===== config.mk =====
export PLATFORM = sky130hd
export DESIGN_NAME = vec_narrow_64
export DESIGN_NICKNAME = d
export VERILOG_FILES = /design/src/rtl/vec_narrow_64_pkg.sv /design/src/rtl/vec_narrow_64_lane.sv /design/src/rtl/vec_narrow_64.sv
export SDC_FILE = /design/constraint.sdc
export NUM_CORES = 2
export LEC_CHECK = 0
export BUFFER_PORTS_ARGS = -buffer_cell sky130_fd_sc_hd__buf_2
export CAP_MARGIN = 10
export CORE_AREA = 10 10 426 428
export CTS_BUF_LIST = sky130_fd_sc_hd__clkbuf_4 sky130_fd_sc_hd__clkbuf_8 sky130_fd_sc_hd__clkbuf_16
export DETAILED_ROUTE_END_ITERATION = 8
export DIE_AREA = 0 0 436 438
export RECOVER_POWER = 100
export SETUP_SLACK_MARGIN = 0.15
export SYNTH_ARGS = -nofsm -noshare
export SYNTH_HDL_FRONTEND = slang
export SYNTH_SLANG_ARGS = --single-unit

===== constraint.sdc =====
create_clock -name clk -period 10.3 [get_ports clk]
set_input_delay 0.515 -clock clk [delete_from_list [all_inputs] [get_ports clk]]
set_output_delay 0.515 -clock clk [all_outputs]
set_load 0.005 [all_outputs]

===== src/rtl/vec_narrow_64_pkg.sv =====
// Shared constants, state encoding and lane-offset helper for the vector narrowing stage.
package vec_narrow_64_pkg;

  localparam int DEF_DIMENTION    = 64;
  localparam int DEF_WIDTH_ADDEND = 8;
  localparam int DEF_WIDTH_SUM    = DEF_WIDTH_ADDEND + 1;
  localparam int DEF_LANES        = 8;
  localparam int DEF_WIDTH_SHIFT  = 2;

  localparam int BEATS   = DEF_DIMENTION / DEF_LANES;
  localparam int BEAT_W  = $clog2(BEATS);
  localparam int SAT_MAX = (2 ** (DEF_WIDTH_ADDEND - 1)) - 1;
  localparam int SAT_MIN = -(2 ** (DEF_WIDTH_ADDEND - 1));

  typedef enum logic [1:0] {
    IDLE = 2'd0,
    PROC = 2'd1,
    DONE = 2'd2
  } state_t;

  // Lane 0 sits in the MSBs, so lane i starts (n-1-i) lanes up from bit 0.
  function automatic int lane_lsb(input int lane, input int n, input int w);
    return (n - 1 - lane) * w;
  endfunction

endpackage


===== src/rtl/vec_narrow_64_lane.sv =====
// One lane of the narrowing datapath: rounding arithmetic right shift, then saturation.
module narrow_lane
  import vec_narrow_64_pkg::*;
#(
  parameter int WIDTH_ADDEND = DEF_WIDTH_ADDEND,
  parameter int WIDTH_SUM    = WIDTH_ADDEND + 1,
  parameter int WIDTH_SHIFT  = DEF_WIDTH_SHIFT
) (
  input  logic signed [WIDTH_SUM-1:0]    x,
  input  logic        [WIDTH_SHIFT-1:0]  s,
  output logic signed [WIDTH_ADDEND-1:0] y,
  output logic                           sat
);

  // One extra bit so the rounding add can never wrap.
  localparam int WE = WIDTH_SUM + 1;
  localparam logic signed [WE-1:0] HI = WE'((2 ** (WIDTH_ADDEND - 1)) - 1);
  localparam logic signed [WE-1:0] LO = WE'(-(2 ** (WIDTH_ADDEND - 1)));

  logic signed [WE-1:0] xe;
  logic signed [WE-1:0] rnd;
  logic signed [WE-1:0] t;

  always_comb begin
    xe  = {x[WIDTH_SUM-1], x};
    rnd = '0;
    if (s != '0) begin
      rnd = WE'(1) << (s - 1'b1);
    end
    t   = (xe + rnd) >>> s;
    y   = t[WIDTH_ADDEND-1:0];
    sat = 1'b0;
    if (t > HI) begin
      y   = HI[WIDTH_ADDEND-1:0];
      sat = 1'b1;
    end else if (t < LO) begin
      y   = LO[WIDTH_ADDEND-1:0];
      sat = 1'b1;
    end
  end

endmodule


===== src/rtl/vec_narrow_64.sv =====
// Narrows a packed vector of signed sums to addend width, LANES lanes per beat,
// with a valid/ready handshake on both sides.
module vec_narrow_64
  import vec_narrow_64_pkg::*;
#(
  parameter int DIMENTION    = DEF_DIMENTION,
  parameter int WIDTH_ADDEND = DEF_WIDTH_ADDEND,
  parameter int WIDTH_SUM    = WIDTH_ADDEND + 1,
  parameter int LANES        = DEF_LANES,
  parameter int WIDTH_SHIFT  = DEF_WIDTH_SHIFT
) (
  input  logic                              clk,
  input  logic                              rst_n,
  input  logic                              in_valid,
  output logic                              in_ready,
  input  logic [WIDTH_SUM*DIMENTION-1:0]    sum,
  input  logic [WIDTH_SHIFT-1:0]            shift,
  output logic                              out_valid,
  input  logic                              out_ready,
  output logic [WIDTH_ADDEND*DIMENTION-1:0] narrow,
  output logic [$clog2(DIMENTION):0]        sat_cnt
);

  localparam int NBEATS   = DIMENTION / LANES;
  localparam int NBEAT_W  = (NBEATS > 1) ? $clog2(NBEATS) : 1;
  localparam int CNT_W    = $clog2(DIMENTION) + 1;
  localparam int IN_W     = WIDTH_SUM * DIMENTION;
  localparam int OUT_W    = WIDTH_ADDEND * DIMENTION;
  localparam int CHUNK_S  = LANES * WIDTH_SUM;
  localparam int CHUNK_A  = LANES * WIDTH_ADDEND;
  localparam int IN_BW    = $clog2(IN_W);
  localparam int OUT_BW   = $clog2(OUT_W);

  state_t                   state_reg, state_next;
  logic [IN_W-1:0]          sum_buf_reg;
  logic [WIDTH_SHIFT-1:0]   shift_reg;
  logic [NBEAT_W-1:0]       beat_reg;
  logic [OUT_W-1:0]         narrow_reg;
  logic [CNT_W-1:0]         sat_cnt_reg;

  logic [NBEAT_W-1:0]       rev_beat;
  logic [IN_BW-1:0]         in_base;
  logic [OUT_BW-1:0]        out_base;
  logic [CHUNK_S-1:0]       chunk;
  logic [CHUNK_A-1:0]       lane_y;
  logic [LANES-1:0]         lane_sat;
  logic [CNT_W-1:0]         beat_sat;
  logic                     last_beat;

  // Beat 0 covers the MSB-most chunk, so the part-select base counts down.
  assign rev_beat  = NBEAT_W'(NBEATS - 1) - beat_reg;
  assign in_base   = IN_BW'(rev_beat) * IN_BW'(CHUNK_S);
  assign out_base  = OUT_BW'(rev_beat) * OUT_BW'(CHUNK_A);
  assign chunk     = sum_buf_reg[in_base +: CHUNK_S];
  assign last_beat = (beat_reg == NBEAT_W'(NBEATS - 1));

  generate
    for (genvar gi = 0; gi < LANES; gi++) begin : g_lane
      narrow_lane #(
        .WIDTH_ADDEND (WIDTH_ADDEND),
        .WIDTH_SUM    (WIDTH_SUM),
        .WIDTH_SHIFT  (WIDTH_SHIFT)
      ) u_lane (
        .x   (chunk[lane_lsb(gi, LANES, WIDTH_SUM) +: WIDTH_SUM]),
        .s   (shift_reg),
        .y   (lane_y[lane_lsb(gi, LANES, WIDTH_ADDEND) +: WIDTH_ADDEND]),
        .sat (lane_sat[gi])
      );
    end
  endgenerate

  always_comb begin
    beat_sat = '0;
    for (int i = 0; i < LANES; i++) begin
      beat_sat = beat_sat + CNT_W'(lane_sat[i]);
    end
  end

  always_comb begin
    state_next = state_reg;
    case (state_reg)
      IDLE:    if (in_valid) state_next = PROC;
      PROC:    if (last_beat) state_next = DONE;
      DONE:    if (out_ready) state_next = IDLE;
      default: state_next = IDLE;
    endcase
  end

  always_ff @(posedge clk or negedge rst_n) begin
    if (!rst_n) begin
      state_reg   <= IDLE;
      sum_buf_reg <= '0;
      shift_reg   <= '0;
      beat_reg    <= '0;
      narrow_reg  <= '0;
      sat_cnt_reg <= '0;
    end else begin
      state_reg <= state_next;
      case (state_reg)
        IDLE: begin
          if (in_valid) begin
            sum_buf_reg <= sum;
            shift_reg   <= shift;
            sat_cnt_reg <= '0;
            beat_reg    <= '0;
          end
        end
        PROC: begin
          narrow_reg[out_base +: CHUNK_A] <= lane_y;
          sat_cnt_reg <= sat_cnt_reg + beat_sat;
          beat_reg    <= last_beat ? '0 : beat_reg + 1'b1;
        end
        default: ;
      endcase
    end
  end

  assign in_ready  = (state_reg == IDLE);
  assign out_valid = (state_reg == DONE);
  assign narrow    = narrow_reg;
  assign sat_cnt   = sat_cnt_reg;

endmodule


Word-level counts from Yosys, hierarchy flattened
Index checks and enable logic that the tools add are counted.

Flip-flop bits (word level): 1102. Bits in latches: 0. Bits in writable memories: 0. Bits in read-only memories: 0. Input bits: 582. Output and inout bits: 521. Logic and storage cells: 110. Memories kept: 0.

Add/sub/neg operators: 20. $mul: 1. Divide/modulo/power cells: 0. $lt $le $gt $ge: 16. Eq/ne operators: 6. Shift-type cells: 12. Multiplexer cells: 43. Bitwise logic cells: 0. Reduce and logical (&&, ||, !) cells: 6.

Operator list (number): variable part select 576 x 11 -> 72 bit (1); bitwise mux 512 bit (1); variable shift 64 x 11 -> 512 bit (first input constant) (1); variable part select 64 x 11 -> 512 bit (1); two-way mux 8 bit (16); adder 9 x 10 -> 10 bit (8); > comparator 10 x 8 -> 1 bit (second input constant) (8); less-than comparator 10 x 8 -> 1 bit (second input constant) (8); >>> shifter 10 x 2 -> 10 bit (8); two-way mux 1 bit (16); case mux 7 bit (2 select lines) (1); negation 9 -> 11 bit (1); two-way mux 10 bit (1); << shifter 1 x 2 -> 10 bit (first input constant) (1); adder 6 x 1 -> 7 bit (1); adder 7 x 1 -> 7 bit (1); adder 7 bit (1); multiplier 3 x 4 -> 7 bit (second input constant) (1); two-way mux 7 bit (1); adder 5 x 1 -> 6 bit (1); two-way mux 2 bit (3); two-way mux 3 bit (2); case mux 2 bit (3 select lines) (1); case mux 3 bit (2 select lines) (1); 16 further kinds (19).

Depth between registers and ports, before layout
Depth after elaboration: 17. Mapped depth: 33. Gate-level depth less buffers: 23.

Cells and area by module
A second synthesis with hierarchy kept.

Cell total of the unflattened synthesis: 5348. Area total of the unflattened synthesis: 51834.7 um2.

Modules (own cells, without submodules): vec_narrow_64 (instances 1, cells each 4636, area an instance 46669.8 um2); narrow_lane (instances 8, cells each 89, area an instance 645.6 um2).

Worst setup path after synthesis
No wires, ideal clock.

Path type: register to register. From: reg beat_reg[0]. To: reg sat_cnt_reg[6] (netlist: sat_cnt[6]). Arrival: 7.796 ns. Path slack: 2.408 ns. Cell stages (with the launch flop): 34. Buffers on the path: 10. Period minus slack after synthesis: 7.892 ns. Cells stage by stage: dfrtp_1 buf_6 buf_8 buf_6 buf_6 buf_4 buf_6 buf_4 buf_2 buf_4 buf_2 mux4_2 mux2_2 ha_1 fa_1 a21o_1 a21oi_1 or3_1 nor4_2 xnor2_1 a21oi_1 a21oi_1 nor2_1 fa_1 fa_1 inv_1 fa_1 fa_1 inv_1 fa_1 a21o_1 a21oi_1 o211ai_1 o31ai_1.

Word-level cells in the longest chain between the ends: 17. Elaborated cells between the ends (all ways): 60.

Ends and longest elaborated chain: from (decl) (RTL line vec_narrow_64.sv:37) `logic [NBEAT_W-1:0] beat_reg;`; from (signal assigned) (RTL line vec_narrow_64.sv:111) `beat_reg <= last_beat ? '0 : beat_reg + 1'b1;`; subtractor 3 bit * (RTL line vec_narrow_64.sv:51) `assign rev_beat = NBEAT_W'(NBEATS - 1) - beat_reg;`; multiplier 3 x 4 -> 7 bit * (RTL line vec_narrow_64.sv:52) `assign in_base = IN_BW'(rev_beat) * IN_BW'(CHUNK_S);`; variable part select 576 x 11 -> 72 bit * (RTL line vec_narrow_64.sv:54) `assign chunk = sum_buf_reg[in_base +: CHUNK_S];`; adder 9 x 10 -> 10 bit (RTL line vec_narrow_64_lane.sv:30) `t = (xe + rnd) >>> s;`; >>> shifter 10 x 2 -> 10 bit (RTL line vec_narrow_64_lane.sv:30); less-than comparator 10 x 8 -> 1 bit (RTL line vec_narrow_64_lane.sv:36) `end else if (t < LO) begin`; two-way mux 1 bit (RTL line vec_narrow_64_lane.sv:36); two-way mux 1 bit (RTL line vec_narrow_64_lane.sv:33) `if (t > HI) begin`; adder 1 x 1 -> 2 bit (RTL line vec_narrow_64.sv:75) `beat_sat = beat_sat + CNT_W'(lane_sat[i]);`; adder 2 x 1 -> 3 bit (RTL line vec_narrow_64.sv:75); adder 3 x 1 -> 4 bit (RTL line vec_narrow_64.sv:75); adder 4 x 1 -> 5 bit (RTL line vec_narrow_64.sv:75); adder 5 x 1 -> 6 bit (RTL line vec_narrow_64.sv:75); adder 6 x 1 -> 7 bit (RTL line vec_narrow_64.sv:75); adder 7 x 1 -> 7 bit * (RTL line vec_narrow_64.sv:75); adder 7 bit * (RTL line vec_narrow_64.sv:110) `sat_cnt_reg <= sat_cnt_reg + beat_sat;`; case mux 7 bit (2 select lines) * (RTL line vec_narrow_64.sv:99) `case (state_reg)`; to (signal assigned) (RTL line vec_narrow_64.sv:110); to (decl) (RTL line vec_narrow_64.sv:39) `logic [CNT_W-1:0] sat_cnt_reg;`.

Every way passes the cells marked *; elsewhere a longest branch is shown, timed or not. A chain may end at the register's enable or synchronous reset.

Worst setup path in the final report
From: reg beat_reg[0]. To: reg sat_cnt_reg[4] (netlist: sat_cnt[4]).

The elaborated chain is that of the path after synthesis.

==> impl_results.md <==
* TritonCTS clock tree: built
* Hold path start: sum[46]
* Least-Margin Pin Slew at 5.13 ns
* Layout cells sized above 1 at 18.7%
* Initial antenna violation count at 38
* DIE AREA at 191,000 um2
* DRT iter0 DRCs at 3,842
* Setup_tns at 0 ns
* Synth warnings at 0
* CP endpoint kind: flip-flop
* Final min period at 8.43 ns
* Clock Root Buffer: clkbuf_16
* Count of different cell masters after synthesis at 100
* Tot GR Track Use at 23.4%
* Critical Path Most Common Cell: fa_1
* Critical path's slowest cell: dfrtp_1
* Die W at 436 um
* Kind of critical path: reg2reg
* Fin cells at 9,143
* Total grt overflow at 0
* Syn Inst Count at 5,116
* Primary FF master, synth: dfrtp_1
* Max FO, Critical Path at 46
* DP Wirelength at 163 mm
* EDFF count, synth at 0
* IO buf count at 1,102
* Place WS at 2.64 ns
* H-tree levels at 4
* Max reg flops at 576
* Clk buf depth at 3
* LEAKAGE at 0.0321 uW
* Launching point of the worst reg2reg path: beat_reg[0]
* RePlAce Congestion at 0.878
* Most frequent cells after synthesis: 2,123 x nand2_1, 1,102 x dfrtp_1, 360 x o21ai_0, 257 x clkbuf_1, 215 x mux2_2
* Via-per-instance ratio at 5.01
* PwrDens at 405 nW/um2
* CTS buffer count at 130
* Crit path largest cell delay at 1.44 ns
* DRC at 0
* Clk_skew at 0.0378 ns
* Synth Cell Area at 50,400 um2
* Synth Area per Inst at 9.86 um2
* Final hold violation count at 0
* Initial Utilization at 29.1%
* Yosys top cell area share at 54.7%
* #FFs+latches synth at 1,102
* Area leader, netlist: dfrtp_1
* Num rows at 153
* Ordered list of cells on the worst path: buf_4 > mux4_2 > mux2_1 > ha_1 > fa_1 > a21o_1 > a21oi_1 > nor4_1 > nand2_1 > a21oi_1 > o22ai_1 > o21a_1 > fa_1 > fa_1 > inv_1 > fa_1 > fa_1 > inv_1 > fa_1 > a21o_1 > a21oi_1 > o211ai_1 > o31ai_1
* Top-count cell post-synth: nand2_1
* Required @ worst endpoint at 10.99 ns
* Filler cell count at 17,100
* DP Cell Count at 8,316
* WL/cell at 25.4 um
* Number of global-route vias before repair at 47,000
* Top-Level Pins at 1,103
* Global-route wire length before repair at 331 mm
* Failing checks: max-capacitance violations, max-slew violations
* Ys async rst share at 100%
* Crit path max-delay family: adder cells
* Crit path DAT at 9.12 ns
* CTS clock-pin slew for the worst setup and hold paths at 0.06 ns
* Sink Count at 1,102
* Setup-failing EPs final at 0
* Fmax achieved at 119 MHz
* Core area at 173,000 um2
* Largest net degree at the start of global routing at 274
* Clock latency on the worst-skew pair at 0.80 ns
* Period utilisation layout at 81.8%
* Nets@finish at 7,324
* Startpoint Class: flip-flop
* Synth area leaders: dfrtp_1 55%, nand2_1 16%, mux4_2 5.6%, mux2_2 4.8%, o21ai_0 3.6%
* Slew headroom at -242%
* Total number of vias at 45,800
* Hold_ws at 0.0812 ns
* Critical Path Source: beat_reg[0]
* Routed Antenna Nets at 0
* First-pass DRT Iterations at 6
* Die Height at 438 um
* Max-cap viol count at 21
* Status: finished, violations left
* WP buf/inv at 3
* Final core utilization at 39.1%
* Drt total wl at 232 mm
* Hold Path Class: in2reg
* Unrepaired setup endpoints after global routing: no
* Post-route setup slack at 1.87 ns
* VDD IR max at 0.000291 V
* Fin. max-slew vios at 847
* Area Overhead vs Synth at 34.3%
* Sequential fraction of the synthesis area at 54.7%
-- area by class of cell --
type                    count  area, um2  area share [%]
flip-flops and latches   1102      27600            40.8
multi-input cells        3685      21500            31.7
repair buffers           1748      11100            16.5
clock buffers             190       3880            5.73
well taps                2325       2910            4.30
clock inverters            38        569           0.841
inverters                  22       82.6           0.122
diodes                     33       82.6           0.122
-- repair_timing --
| item | CTS | global route |
|---|---|---|
| hold buffers | 566 | 0 |
| setup buffers | 0 | 0 |
| gates resized for setup | 0 | 0 |
| hold endpoints to repair | 651 | 0 |
| setup endpoints to repair | 0 | 0 |
-- per-stage QoR --
step | area [um2] | total power, uW
floorplan | 50500 | 15600
global placement | 58600 | 23000
detailed placement | 58600 | 23200
CTS | 68700 | 28300
global route | 67700 | 29200
finish | 67700 | 27400
-- routing by layer --
| layer | global-route usage [%] | up-vias | part of all wire [%] |
|---|---|---|---|
| li1 | - | 20400 | - |
| met2 | 38.1 | 2049 | 47 |
| met4 | 14.0 | 12 | 6.8 |
| met3 | 5.36 | 647 | 6.3 |
| met5 | 0.174 | - | 0.036 |
| met1 | 28.2 | 22700 | 40 |
-- worst reg2reg max path, stage by stage, from the launching register on --
cell and delay [ns]:
dfrtp_1 1.44, buf_4 0.86, mux4_2 0.61, mux2_1 0.35, ha_1 0.25, fa_1 0.47
a21o_1 0.20, a21oi_1 0.35, nor4_1 0.13, nand2_1 0.24, a21oi_1 0.10, o22ai_1 0.14
o21a_1 0.21, fa_1 0.46, fa_1 0.54, inv_1 0.05, fa_1 0.56, fa_1 0.17
inv_1 0.06, fa_1 0.40, a21o_1 0.20, a21oi_1 0.30, o211ai_1 0.13, o31ai_1 0.11
-- cells in the final DEF, fill, tap and decap left out, types with 30 or more instances in the layout --
cell	netlist	routed
o21ai_0	360	377
nand2_1	2123	2118
xnor2_1	30	30
clkbuf_4	0	36
dfrtp_1	1102	1098
mux4_2	125	125
mux2_2	215	204
clkbuf_1	257	529
nand3_1	45	43
buf_4	15	35
ha_1	40	40
mux2i_1	75	74
a21oi_1	109	110
dlygate4sd3_1	0	566
diode_2	0	33
clkbuf_16	0	132
buf_2	16	605
nor2_1	143	135
-- cells by family (layout without fill, tap and decap cells) --
group,after synthesis,in the layout,share of synthesized area (%)
adders and majority gates,53,53,1.51
muxes,421,421,12.1
buffers and inverters,336,1998,2.83
AOI/OAI and AO/OA,720,720,9.03
DFF,1102,1102,54.7
xor gates and xnor gates,48,48,0.834
other,1,41,0.00744
and+or+nand+nor,2435,2435,19.0
-- where the power goes --
group	leakage [uW]	switching, uW	internal (uW)	total, uW
registers	0.0134	1390	6410	7790
logic	0.0165	10100	4760	14800
clock network	0.00223	1980	2820	4800
-- path summary, 6_finish.rpt --
kind | endpoint | slack [ns] | cells past startpoint
setup / recovery | sat_cnt[4] | 1.87 | 23
hold / removal | sum_buf_reg[46] | 0.08 | 3
setup reg to reg | sat_cnt[4] | 1.87 | 23
hold reg to reg | sum_buf_reg[405] | 0.47 | 2
max in group asynchronous | sum_buf_reg[109] | 3.83 | 4
min in group asynchronous | sum_buf_reg[378] | 2.23 | 2
(Power assumes the default switching activity.)
